**src/rtl/mips_isa_pkg.sv**
```systemverilog
// rtl/mips_isa_pkg.sv - MIPS mnemonic codes, opcode/funct values, field positions and word packers
package mips_isa_pkg;

    // Mnemonic codes carried on the encoder input stream; 26..31 are illegal.
    typedef enum logic [4:0] {
        MN_ADD, MN_ADDU, MN_SUB, MN_SUBU, MN_AND, MN_OR, MN_XOR, MN_NOR,
        MN_SLT, MN_SLTU, MN_SLL, MN_SRL, MN_SRA, MN_JR, MN_JALR,
        MN_LW, MN_SW, MN_ADDI, MN_ADDIU, MN_ANDI, MN_SLTI, MN_SLTIU,
        MN_BEQ, MN_LUI, MN_J, MN_JAL
    } mnem_e;

    // Primary opcodes, shared with the Control decoder.
    localparam logic [5:0] OP_RTYPE = 6'h00;
    localparam logic [5:0] OP_J     = 6'h02;
    localparam logic [5:0] OP_JAL   = 6'h03;
    localparam logic [5:0] OP_BEQ   = 6'h04;
    localparam logic [5:0] OP_ADDI  = 6'h08;
    localparam logic [5:0] OP_ADDIU = 6'h09;
    localparam logic [5:0] OP_SLTI  = 6'h0a;
    localparam logic [5:0] OP_SLTIU = 6'h0b;
    localparam logic [5:0] OP_ANDI  = 6'h0c;
    localparam logic [5:0] OP_LUI   = 6'h0f;
    localparam logic [5:0] OP_LW    = 6'h23;
    localparam logic [5:0] OP_SW    = 6'h2b;

    // R-type funct codes.
    localparam logic [5:0] FN_SLL  = 6'h00;
    localparam logic [5:0] FN_SRL  = 6'h02;
    localparam logic [5:0] FN_SRA  = 6'h03;
    localparam logic [5:0] FN_JR   = 6'h08;
    localparam logic [5:0] FN_JALR = 6'h09;
    localparam logic [5:0] FN_ADD  = 6'h20;
    localparam logic [5:0] FN_ADDU = 6'h21;
    localparam logic [5:0] FN_SUB  = 6'h22;
    localparam logic [5:0] FN_SUBU = 6'h23;
    localparam logic [5:0] FN_AND  = 6'h24;
    localparam logic [5:0] FN_OR   = 6'h25;
    localparam logic [5:0] FN_XOR  = 6'h26;
    localparam logic [5:0] FN_NOR  = 6'h27;
    localparam logic [5:0] FN_SLT  = 6'h2a;
    localparam logic [5:0] FN_SLTU = 6'h2b;

    // Field least-significant bit positions in the machine word.
    localparam int OP_LSB    = 26;
    localparam int RS_LSB    = 21;
    localparam int RT_LSB    = 16;
    localparam int RD_LSB    = 11;
    localparam int SHAMT_LSB = 6;
    localparam int FUNCT_LSB = 0;

    function automatic logic [31:0] packR(input logic [4:0] rs, input logic [4:0] rt,
                                          input logic [4:0] rd, input logic [4:0] shamt,
                                          input logic [5:0] funct);
        logic [31:0] w;
        w = '0;
        w[OP_LSB +: 6]    = OP_RTYPE;
        w[RS_LSB +: 5]    = rs;
        w[RT_LSB +: 5]    = rt;
        w[RD_LSB +: 5]    = rd;
        w[SHAMT_LSB +: 5] = shamt;
        w[FUNCT_LSB +: 6] = funct;
        return w;
    endfunction

    function automatic logic [31:0] packI(input logic [5:0] op, input logic [4:0] rs,
                                          input logic [4:0] rt, input logic [15:0] imm);
        logic [31:0] w;
        w = '0;
        w[OP_LSB +: 6] = op;
        w[RS_LSB +: 5] = rs;
        w[RT_LSB +: 5] = rt;
        w[15:0]        = imm;
        return w;
    endfunction

    function automatic logic [31:0] packJ(input logic [5:0] op, input logic [25:0] target);
        logic [31:0] w;
        w = '0;
        w[OP_LSB +: 6] = op;
        w[25:0]        = target;
        return w;
    endfunction

endpackage

```
**src/rtl/inst_encoder_loader_if.sv**
```systemverilog
// rtl/inst_encoder_loader_if.sv - field-bundle stream and instruction-memory write bus
// master: program-load host (drives in_* bundle, sees in_ready and the imem write)
// slave : encoder/loader (accepts in_* bundle, drives in_ready and imem_we/addr/wdata)
interface inst_encoder_loader_if #(
    parameter int ADDR_W = 8
);
    logic              in_valid;
    logic              in_ready;
    logic [4:0]        in_mnem;
    logic [4:0]        in_rs;
    logic [4:0]        in_rt;
    logic [4:0]        in_rd;
    logic [4:0]        in_shamt;
    logic [15:0]       in_imm;
    logic [25:0]       in_target;
    logic              in_last;
    logic              imem_we;
    logic [ADDR_W-1:0] imem_addr;
    logic [31:0]       imem_wdata;

    modport master (
        output in_valid, in_mnem, in_rs, in_rt, in_rd, in_shamt, in_imm, in_target, in_last,
        input  in_ready, imem_we, imem_addr, imem_wdata
    );

    modport slave (
        input  in_valid, in_mnem, in_rs, in_rt, in_rd, in_shamt, in_imm, in_target, in_last,
        output in_ready, imem_we, imem_addr, imem_wdata
    );
endinterface

```
**src/rtl/inst_pack.sv**
```systemverilog
// rtl/inst_pack.sv - combinational mnemonic+fields to 32-bit MIPS word packer
// Ports: mnem/rs/rt/rd/shamt/imm/target in; word out, illegal out (mnemonic 26..31)
module inst_pack
    import mips_isa_pkg::*;
(
    input  logic [4:0]  mnem,
    input  logic [4:0]  rs,
    input  logic [4:0]  rt,
    input  logic [4:0]  rd,
    input  logic [4:0]  shamt,
    input  logic [15:0] imm,
    input  logic [25:0] target,
    output logic [31:0] word,
    output logic        illegal
);

    always_comb begin
        word    = '0;
        illegal = 1'b0;
        case (mnem)
            MN_ADD:   word = packR(rs, rt, rd, 5'd0, FN_ADD);
            MN_ADDU:  word = packR(rs, rt, rd, 5'd0, FN_ADDU);
            MN_SUB:   word = packR(rs, rt, rd, 5'd0, FN_SUB);
            MN_SUBU:  word = packR(rs, rt, rd, 5'd0, FN_SUBU);
            MN_AND:   word = packR(rs, rt, rd, 5'd0, FN_AND);
            MN_OR:    word = packR(rs, rt, rd, 5'd0, FN_OR);
            MN_XOR:   word = packR(rs, rt, rd, 5'd0, FN_XOR);
            MN_NOR:   word = packR(rs, rt, rd, 5'd0, FN_NOR);
            MN_SLT:   word = packR(rs, rt, rd, 5'd0, FN_SLT);
            MN_SLTU:  word = packR(rs, rt, rd, 5'd0, FN_SLTU);
            // Shifts take their operand from rt, so rs is forced to zero.
            MN_SLL:   word = packR(5'd0, rt, rd, shamt, FN_SLL);
            MN_SRL:   word = packR(5'd0, rt, rd, shamt, FN_SRL);
            MN_SRA:   word = packR(5'd0, rt, rd, shamt, FN_SRA);
            MN_JR:    word = packR(rs, 5'd0, 5'd0, 5'd0, FN_JR);
            MN_JALR:  word = packR(rs, 5'd0, rd, 5'd0, FN_JALR);
            MN_LW:    word = packI(OP_LW, rs, rt, imm);
            MN_SW:    word = packI(OP_SW, rs, rt, imm);
            MN_ADDI:  word = packI(OP_ADDI, rs, rt, imm);
            MN_ADDIU: word = packI(OP_ADDIU, rs, rt, imm);
            MN_ANDI:  word = packI(OP_ANDI, rs, rt, imm);
            MN_SLTI:  word = packI(OP_SLTI, rs, rt, imm);
            MN_SLTIU: word = packI(OP_SLTIU, rs, rt, imm);
            MN_BEQ:   word = packI(OP_BEQ, rs, rt, imm);
            MN_LUI:   word = packI(OP_LUI, 5'd0, rt, imm);
            MN_J:     word = packJ(OP_J, target);
            MN_JAL:   word = packJ(OP_JAL, target);
            default:  illegal = 1'b1;
        endcase
    end

endmodule

```
**src/rtl/inst_encoder_loader.sv**
```systemverilog
// rtl/inst_encoder_loader.sv - encodes field bundles and writes them to consecutive imem words
// Ports: clk, reset (async active-low), start (session pulse), bus (slave: bundle stream in,
//        imem write out), count (words written this session), done/err (sticky session status)
module inst_encoder_loader
    import mips_isa_pkg::*;
#(
    parameter int ADDR_W = 8,
    parameter int DEPTH  = 256
) (
    input  logic                clk,
    input  logic                reset,
    input  logic                start,
    inst_encoder_loader_if.slave bus,
    output logic [ADDR_W:0]     count,
    output logic                done,
    output logic                err
);

    localparam logic [ADDR_W:0] DEPTH_W = DEPTH[ADDR_W:0];

    typedef enum logic [1:0] {ST_IDLE, ST_RUN, ST_DONE, ST_ERR} state_e;

    state_e            state;
    state_e            nextState;
    logic              inReady;
    logic              accept;
    logic              writeEn;
    logic              clearSession;
    logic              setDone;
    logic              setErr;
    logic [31:0]       packWord;
    logic              packIllegal;
    logic              imemWe;
    logic [ADDR_W-1:0] imemAddr;
    logic [31:0]       imemWdata;

    inst_pack u_pack (
        .mnem    (bus.in_mnem),
        .rs      (bus.in_rs),
        .rt      (bus.in_rt),
        .rd      (bus.in_rd),
        .shamt   (bus.in_shamt),
        .imm     (bus.in_imm),
        .target  (bus.in_target),
        .word    (packWord),
        .illegal (packIllegal)
    );

    always_ff @(posedge clk or negedge reset) begin
        if (!reset) begin
            state <= ST_IDLE;
        end else begin
            state <= nextState;
        end
    end

    always_comb begin
        nextState    = state;
        clearSession = 1'b0;
        setDone      = 1'b0;
        setErr       = 1'b0;
        inReady      = (state == ST_RUN) && (count < DEPTH_W);
        accept       = bus.in_valid && inReady;
        writeEn      = accept && !packIllegal;
        case (state)
            ST_RUN: begin
                if (accept) begin
                    if (packIllegal) begin
                        nextState = ST_ERR;
                        setErr    = 1'b1;
                    end else if (bus.in_last) begin
                        nextState = ST_DONE;
                        setDone   = 1'b1;
                    end
                end else if (bus.in_valid) begin
                    // Only reachable with count == DEPTH: the host tried to push past the end.
                    nextState = ST_ERR;
                    setErr    = 1'b1;
                end
            end
            default: begin
                if (start) begin
                    nextState    = ST_RUN;
                    clearSession = 1'b1;
                end
            end
        endcase
    end

    // The write is issued from registers so address/data are stable for the whole write cycle;
    // count moves on the transfer edge so in_ready already reflects the new fill level.
    always_ff @(posedge clk or negedge reset) begin
        if (!reset) begin
            imemWe    <= 1'b0;
            imemAddr  <= '0;
            imemWdata <= '0;
            count     <= '0;
            done      <= 1'b0;
            err       <= 1'b0;
        end else begin
            imemWe <= writeEn;
            if (writeEn) begin
                imemAddr  <= count[ADDR_W-1:0];
                imemWdata <= packWord;
                count     <= count + 1'b1;
            end
            if (clearSession) begin
                count <= '0;
                done  <= 1'b0;
                err   <= 1'b0;
            end else begin
                if (setDone) done <= 1'b1;
                if (setErr)  err  <= 1'b1;
            end
        end
    end

    assign bus.in_ready   = inReady;
    assign bus.imem_we    = imemWe;
    assign bus.imem_addr  = imemAddr;
    assign bus.imem_wdata = imemWdata;

endmodule

```
**src/flat_wrapper.sv**
```systemverilog
// flat-port wrapper written by rule: the top's interface ports become plain ports
module inst_encoder_loader_flat import mips_isa_pkg::*;
#(
    parameter int ADDR_W = 8,
    parameter int DEPTH  = 256
)
  (clk, reset, start, count, done, err, bus_in_valid, bus_in_mnem, bus_in_rs, bus_in_rt, bus_in_rd, bus_in_shamt, bus_in_imm, bus_in_target, bus_in_last, bus_in_ready, bus_imem_we, bus_imem_addr, bus_imem_wdata);
  inst_encoder_loader_if #(.ADDR_W(ADDR_W)) bus_i ();
  input  logic clk;
  input  logic reset;
  input  logic start;
  output logic [ADDR_W:0] count;
  output logic done;
  output logic err;
  input wire logic [$bits(bus_i.in_valid)-1:0] bus_in_valid;
  input wire logic [$bits(bus_i.in_mnem)-1:0] bus_in_mnem;
  input wire logic [$bits(bus_i.in_rs)-1:0] bus_in_rs;
  input wire logic [$bits(bus_i.in_rt)-1:0] bus_in_rt;
  input wire logic [$bits(bus_i.in_rd)-1:0] bus_in_rd;
  input wire logic [$bits(bus_i.in_shamt)-1:0] bus_in_shamt;
  input wire logic [$bits(bus_i.in_imm)-1:0] bus_in_imm;
  input wire logic [$bits(bus_i.in_target)-1:0] bus_in_target;
  input wire logic [$bits(bus_i.in_last)-1:0] bus_in_last;
  output wire logic [$bits(bus_i.in_ready)-1:0] bus_in_ready;
  output wire logic [$bits(bus_i.imem_we)-1:0] bus_imem_we;
  output wire logic [$bits(bus_i.imem_addr)-1:0] bus_imem_addr;
  output wire logic [$bits(bus_i.imem_wdata)-1:0] bus_imem_wdata;
  assign bus_i.in_valid = bus_in_valid;
  assign bus_i.in_mnem = bus_in_mnem;
  assign bus_i.in_rs = bus_in_rs;
  assign bus_i.in_rt = bus_in_rt;
  assign bus_i.in_rd = bus_in_rd;
  assign bus_i.in_shamt = bus_in_shamt;
  assign bus_i.in_imm = bus_in_imm;
  assign bus_i.in_target = bus_in_target;
  assign bus_i.in_last = bus_in_last;
  assign bus_in_ready = bus_i.in_ready;
  assign bus_imem_we = bus_i.imem_we;
  assign bus_imem_addr = bus_i.imem_addr;
  assign bus_imem_wdata = bus_i.imem_wdata;
  inst_encoder_loader #(.ADDR_W(ADDR_W), .DEPTH(DEPTH)) u_core (.clk(clk), .reset(reset), .start(start), .bus(bus_i), .count(count), .done(done), .err(err));
endmodule
```
**config.mk**
```make
export PLATFORM = sky130hd
export DESIGN_NAME = inst_encoder_loader_flat
export DESIGN_NICKNAME = d
export VERILOG_FILES = /design/src/rtl/mips_isa_pkg.sv /design/src/rtl/inst_encoder_loader_if.sv /design/src/rtl/inst_pack.sv /design/src/rtl/inst_encoder_loader.sv /design/src/flat_wrapper.sv
export SDC_FILE = /design/constraint.sdc
export NUM_CORES = 1
export LEC_CHECK = 0
export ABC_AREA = 1
export CAP_MARGIN = 20
export CORE_MARGIN = 1
export CORE_UTILIZATION = 33
export DETAILED_ROUTE_END_ITERATION = 7
export GPL_TIMING_DRIVEN = 0
export PLACE_DENSITY = 0.75
export SKIP_CTS_REPAIR_TIMING = 1
export SYNTH_ARGS = -nofsm -noshare
export SYNTH_HDL_FRONTEND = slang
export SYNTH_SLANG_ARGS = --single-unit
```
**constraint.sdc**
```tcl
create_clock -name clk -period 4.3 [get_ports clk]
set_clock_uncertainty 0.2 [all_clocks]
set_input_delay 0.43 -clock clk [delete_from_list [all_inputs] [get_ports clk]]
set_output_delay 0.43 -clock clk [all_outputs]
set_load 0.005 [all_outputs]
```
==> flow_results.org <==
** Worst hold path
- Sink of the worst hold path :: u_core.bus.imem_wdata[28]
- Min-Delay Path Depth :: 3
- Hold/Removal Path Class :: input pin to register
- Hold Startpoint :: bus_in_mnem[1]

** STA
- Final sum of negative setup slack :: 0 ps
- The number of hold violations in the final report was 0.
- Setup violations remaining at the end of the flow were counted as 0.
- Setup repair after global routing missed its margin :: false
- The worst path in the final design needs a cycle of roughly 2200 ps, including I/O delays and setup.
- Hold is met by approximately 260 ps.
- Slew of the pin with the lowest slew margin :: 577 ps
- Fmax :: about 450 MHz
- Fraction of the cycle the final worst path needs :: about 51%
- In this run the tightest slew margin relative to its limit is about three fifths.
- Max Transition Viols Final :: 0
- Post-route setup slack :: 2090 ps

** Logic synthesis
- Counting flops and latches in the post-synthesis netlist gives 53.
- Net Count, Synth :: 471
- Mean Syn Cell Area :: around 7.4 um^2
- The mapped netlist covers 2960 um^2.
- After technology mapping, the gate count stands at 398.
- Number of distinct library cells after synthesis :: 37
- Warnings from Yosys :: 0
- Sequential cell area fraction in the yosys report :: about 45%

** GRT
- Global route total overflow :: 0
- Largest net degree at the start of global routing :: 32
- Global Route Usage Sum :: 17.8%
- Number of global-route vias before repair :: about 2,900
- First-pass GRT wire length :: between 10,000 and 15,000 um
- Initial antenna violation count :: 0

** Floorplanning
- Floorplan die width :: a little under 100 um
- For this configuration, the core starts out at a cell density of roughly a third.
- The initialized floorplan defines 34 standard-cell rows.
- Chip height :: slightly below 100 um
- roughly 130 I/O pins were placed.
- Total die area :: around 9300 um^2
- CORE AREA :: a little under 9000 um^2

** Layout
- In the layout the commonest cells are nand2_1 (189), clkdlybuf4s50_1 (120), dfrtp_1 (53).
- Number of antenna cells inserted :: 0
- Relative to the synthesized area, the layout overhead comes to 49.2%.
- Number of filler instances in the final layout :: between 800 and 900
- Layout cells sized above 1 :: approximately 8.7%
- Cells fill around 51% of the core in the end.
- The net count of the finished layout is between 600 and 700.
- The library cell used most frequently in the layout, excluding fill and tap cells, is nand2_1.

** Worst setup path
- At the worst endpoint, the arrival time is around 1600 ps.
- FF-to-FF setup slack :: between 2000 and 3000 ps
- Worst Path Class, Setup :: register to primary output
- The worst register-to-register path ends at u_core.bus.imem_wdata[0].
- Element type at the critical path end :: primary output
- Reg2Reg Depth :: 8
- Along the worst path, the maximum fanout reaches 4.
- In this run the critical register-to-register path is launched from u_core.state[1].
- The worst setup path is launched from a register.
- STA puts the critical path data required time at between 3000 and 4000 ps.

** Pwr
- Power comes to between 1.5 and 2 mW.
- Maximum vdd ir drop :: around 0.24 mV
- Leakage power :: ~2.1 nW
- Power density cells :: between 400 and 500 nW/um^2

** CTS
- TritonCTS created 5 clock buffers.
- Insertion delay of the later-clocked pin in the worst-skew pair :: approximately 300 ps
- The cell sitting at the root of the clock tree is a clkbuf_8.
- CTS max path bufs :: 2
- Clock Sink Count :: 53
- TritonCTS built the clock tree.
- CTS H-tree lvls :: 2
- Clock-pin slew was measured on the worst setup and hold paths at around 90 ps.

** Placed design
- Final weighted congestion of routability-driven global placement :: about 0.85
- Final HPWL DP :: 6510 um
- Timing analysis after detailed placement gives a worst setup slack of just under 2000 ps.
- Port Buf Inserts :: ~120

** Drt
- Via count of the routed design :: 2,964
- After detailed routing, the number of remaining DRC violations is 0.
- Antenna viol nets, final :: 0
- TritonRoute pass-1 iters :: 4
- After the first detailed-routing iteration, the DRC count stood at around 170.
- Wires add up to 8310 um.
- Using the TritonRoute via totals, the vias-per-cell ratio works out to 4.65.
- Average routed wire per standard cell :: ~13 um

** Flow run
- Number of violations of the max-capacitance limit :: 0

** Outcome
- The flow ran to the end, and the final reports show no timing, DRC or antenna violations.
## state kept, by name, indices dropped and copies added, names as in the netlist
register,count
u_core.bus.imem_addr,8
u_core.bus.imem_wdata,31
u_core.bus.imem_we,1
u_core.count,9
u_core.done,1
u_core.err,1
u_core.state,2
## worst max-delay path, cell delays in order (launching register included)
cell             delay, ps
dfrtp_1                400
inv_1                   80
nand2_1                110
nor2_1                 160
clkdlybuf4s50_1        530
## cells in the mapped netlist
master | instances | area share [%]
nor2_2 | 3 | 0.63
inv_4 | 1 | 0.21
o21ai_1 | 2 | 0.34
nand2_1 | 189 | 24
a31oi_1 | 3 | 0.63
buf_6 | 5 | 1.9
dfrtp_1 | 53 | 45
nand2_2 | 4 | 0.85
a21boi_0 | 6 | 1.5
nor3_2 | 1 | 0.34
conb_1 | 1 | 0.13
nand3_2 | 2 | 0.68
o2111ai_1 | 1 | 0.30
o21ai_0 | 22 | 3.7
o21a_1 | 1 | 0.25
buf_2 | 3 | 0.51
inv_2 | 1 | 0.13
nand3_1 | 24 | 4.1
clkinv_2 | 2 | 0.34
a22o_1 | 1 | 0.30
inv_1 | 18 | 2.3
o211ai_2 | 2 | 0.85
and2_4 | 1 | 0.30
a21o_1 | 1 | 0.25
nand2_4 | 3 | 1.1
nor3_1 | 3 | 0.51
nor2_1 | 22 | 2.8
clkbuf_8 | 2 | 0.93
buf_4 | 4 | 1.0
nand3_4 | 1 | 0.59
nand4_1 | 3 | 0.63
a21oi_1 | 6 | 1.0
clkbuf_1 | 3 | 0.38
nor2_4 | 1 | 0.38
inv_6 | 1 | 0.30
o21ai_4 | 1 | 0.55
ha_1 | 1 | 0.42
## metal layers
layer | global-route usage, % | vias to the layer above | wire length, um
li1 | - | 1523 | -
met1 | 23.5 | 1347 | 3870
met2 | 29.4 | 81 | 3910
met3 | 3.47 | 13 | 369
met4 | 5.51 | 0 | 161
met5 | 0 | - | 0
## power breakdown
group	internal [mW]	switching (mW)	leakage [nW]
logic	0.449	0.360	1.35
registers	0.652	0.0876	0.697
clock network	0.116	0.160	0.0385
total	1.22	0.607	2.09
## final cells by class
class                           instances  area (um^2)  area share [%]
Multi-Input combinational cell        305         1400            31.6
Sequential cell                        53         1330            30.1
Timing Repair Buffer                  123         1240            28.0
Buffer                                 17          140            3.18
Tap cell                              108          135            3.06
Inverter                               23         96.3            2.18
Clock buffer                            7         76.3            1.73
Clock inverter                          1         7.51           0.170
## stage by stage
stage,std cells,cell area [um^2]
after global routing,637,4410
after CTS,636,4400
after global placement,627,4300
final,637,4410
after floorplan,398,2960
after detailed placement,628,4320
## logic make-up (layout without fill, tap and decap cells)
| group | Yosys count | after routing | synth area share (%) |
|---|---|---|---|
| simple gates | 257 | 257 | 36.9 |
| fa+ha+maj | 1 | 1 | 0.423 |
| buf+inv | 40 | 171 | 7.99 |
| other cells | 1 | 1 | 0.127 |
| flops | 53 | 53 | 44.8 |
| compound gates | 46 | 46 | 9.73 |
## how the worst max path moves through the flow
stage               cells after the start                         to       startpoint
floorplan                              11  u_core.bus.imem_wdata[11]   bus_in_mnem[3]
global placement                        1            u_core.state[1]            reset
detailed placement                      7  u_core.bus.imem_wdata[16]   bus_in_mnem[4]
CTS                                     4               bus_in_ready  u_core.state[1]
global route                            4               bus_in_ready  u_core.state[1]
finish                                  4               bus_in_ready  u_core.state[1]
Note: power is estimated with default switching activity, not from simulation.
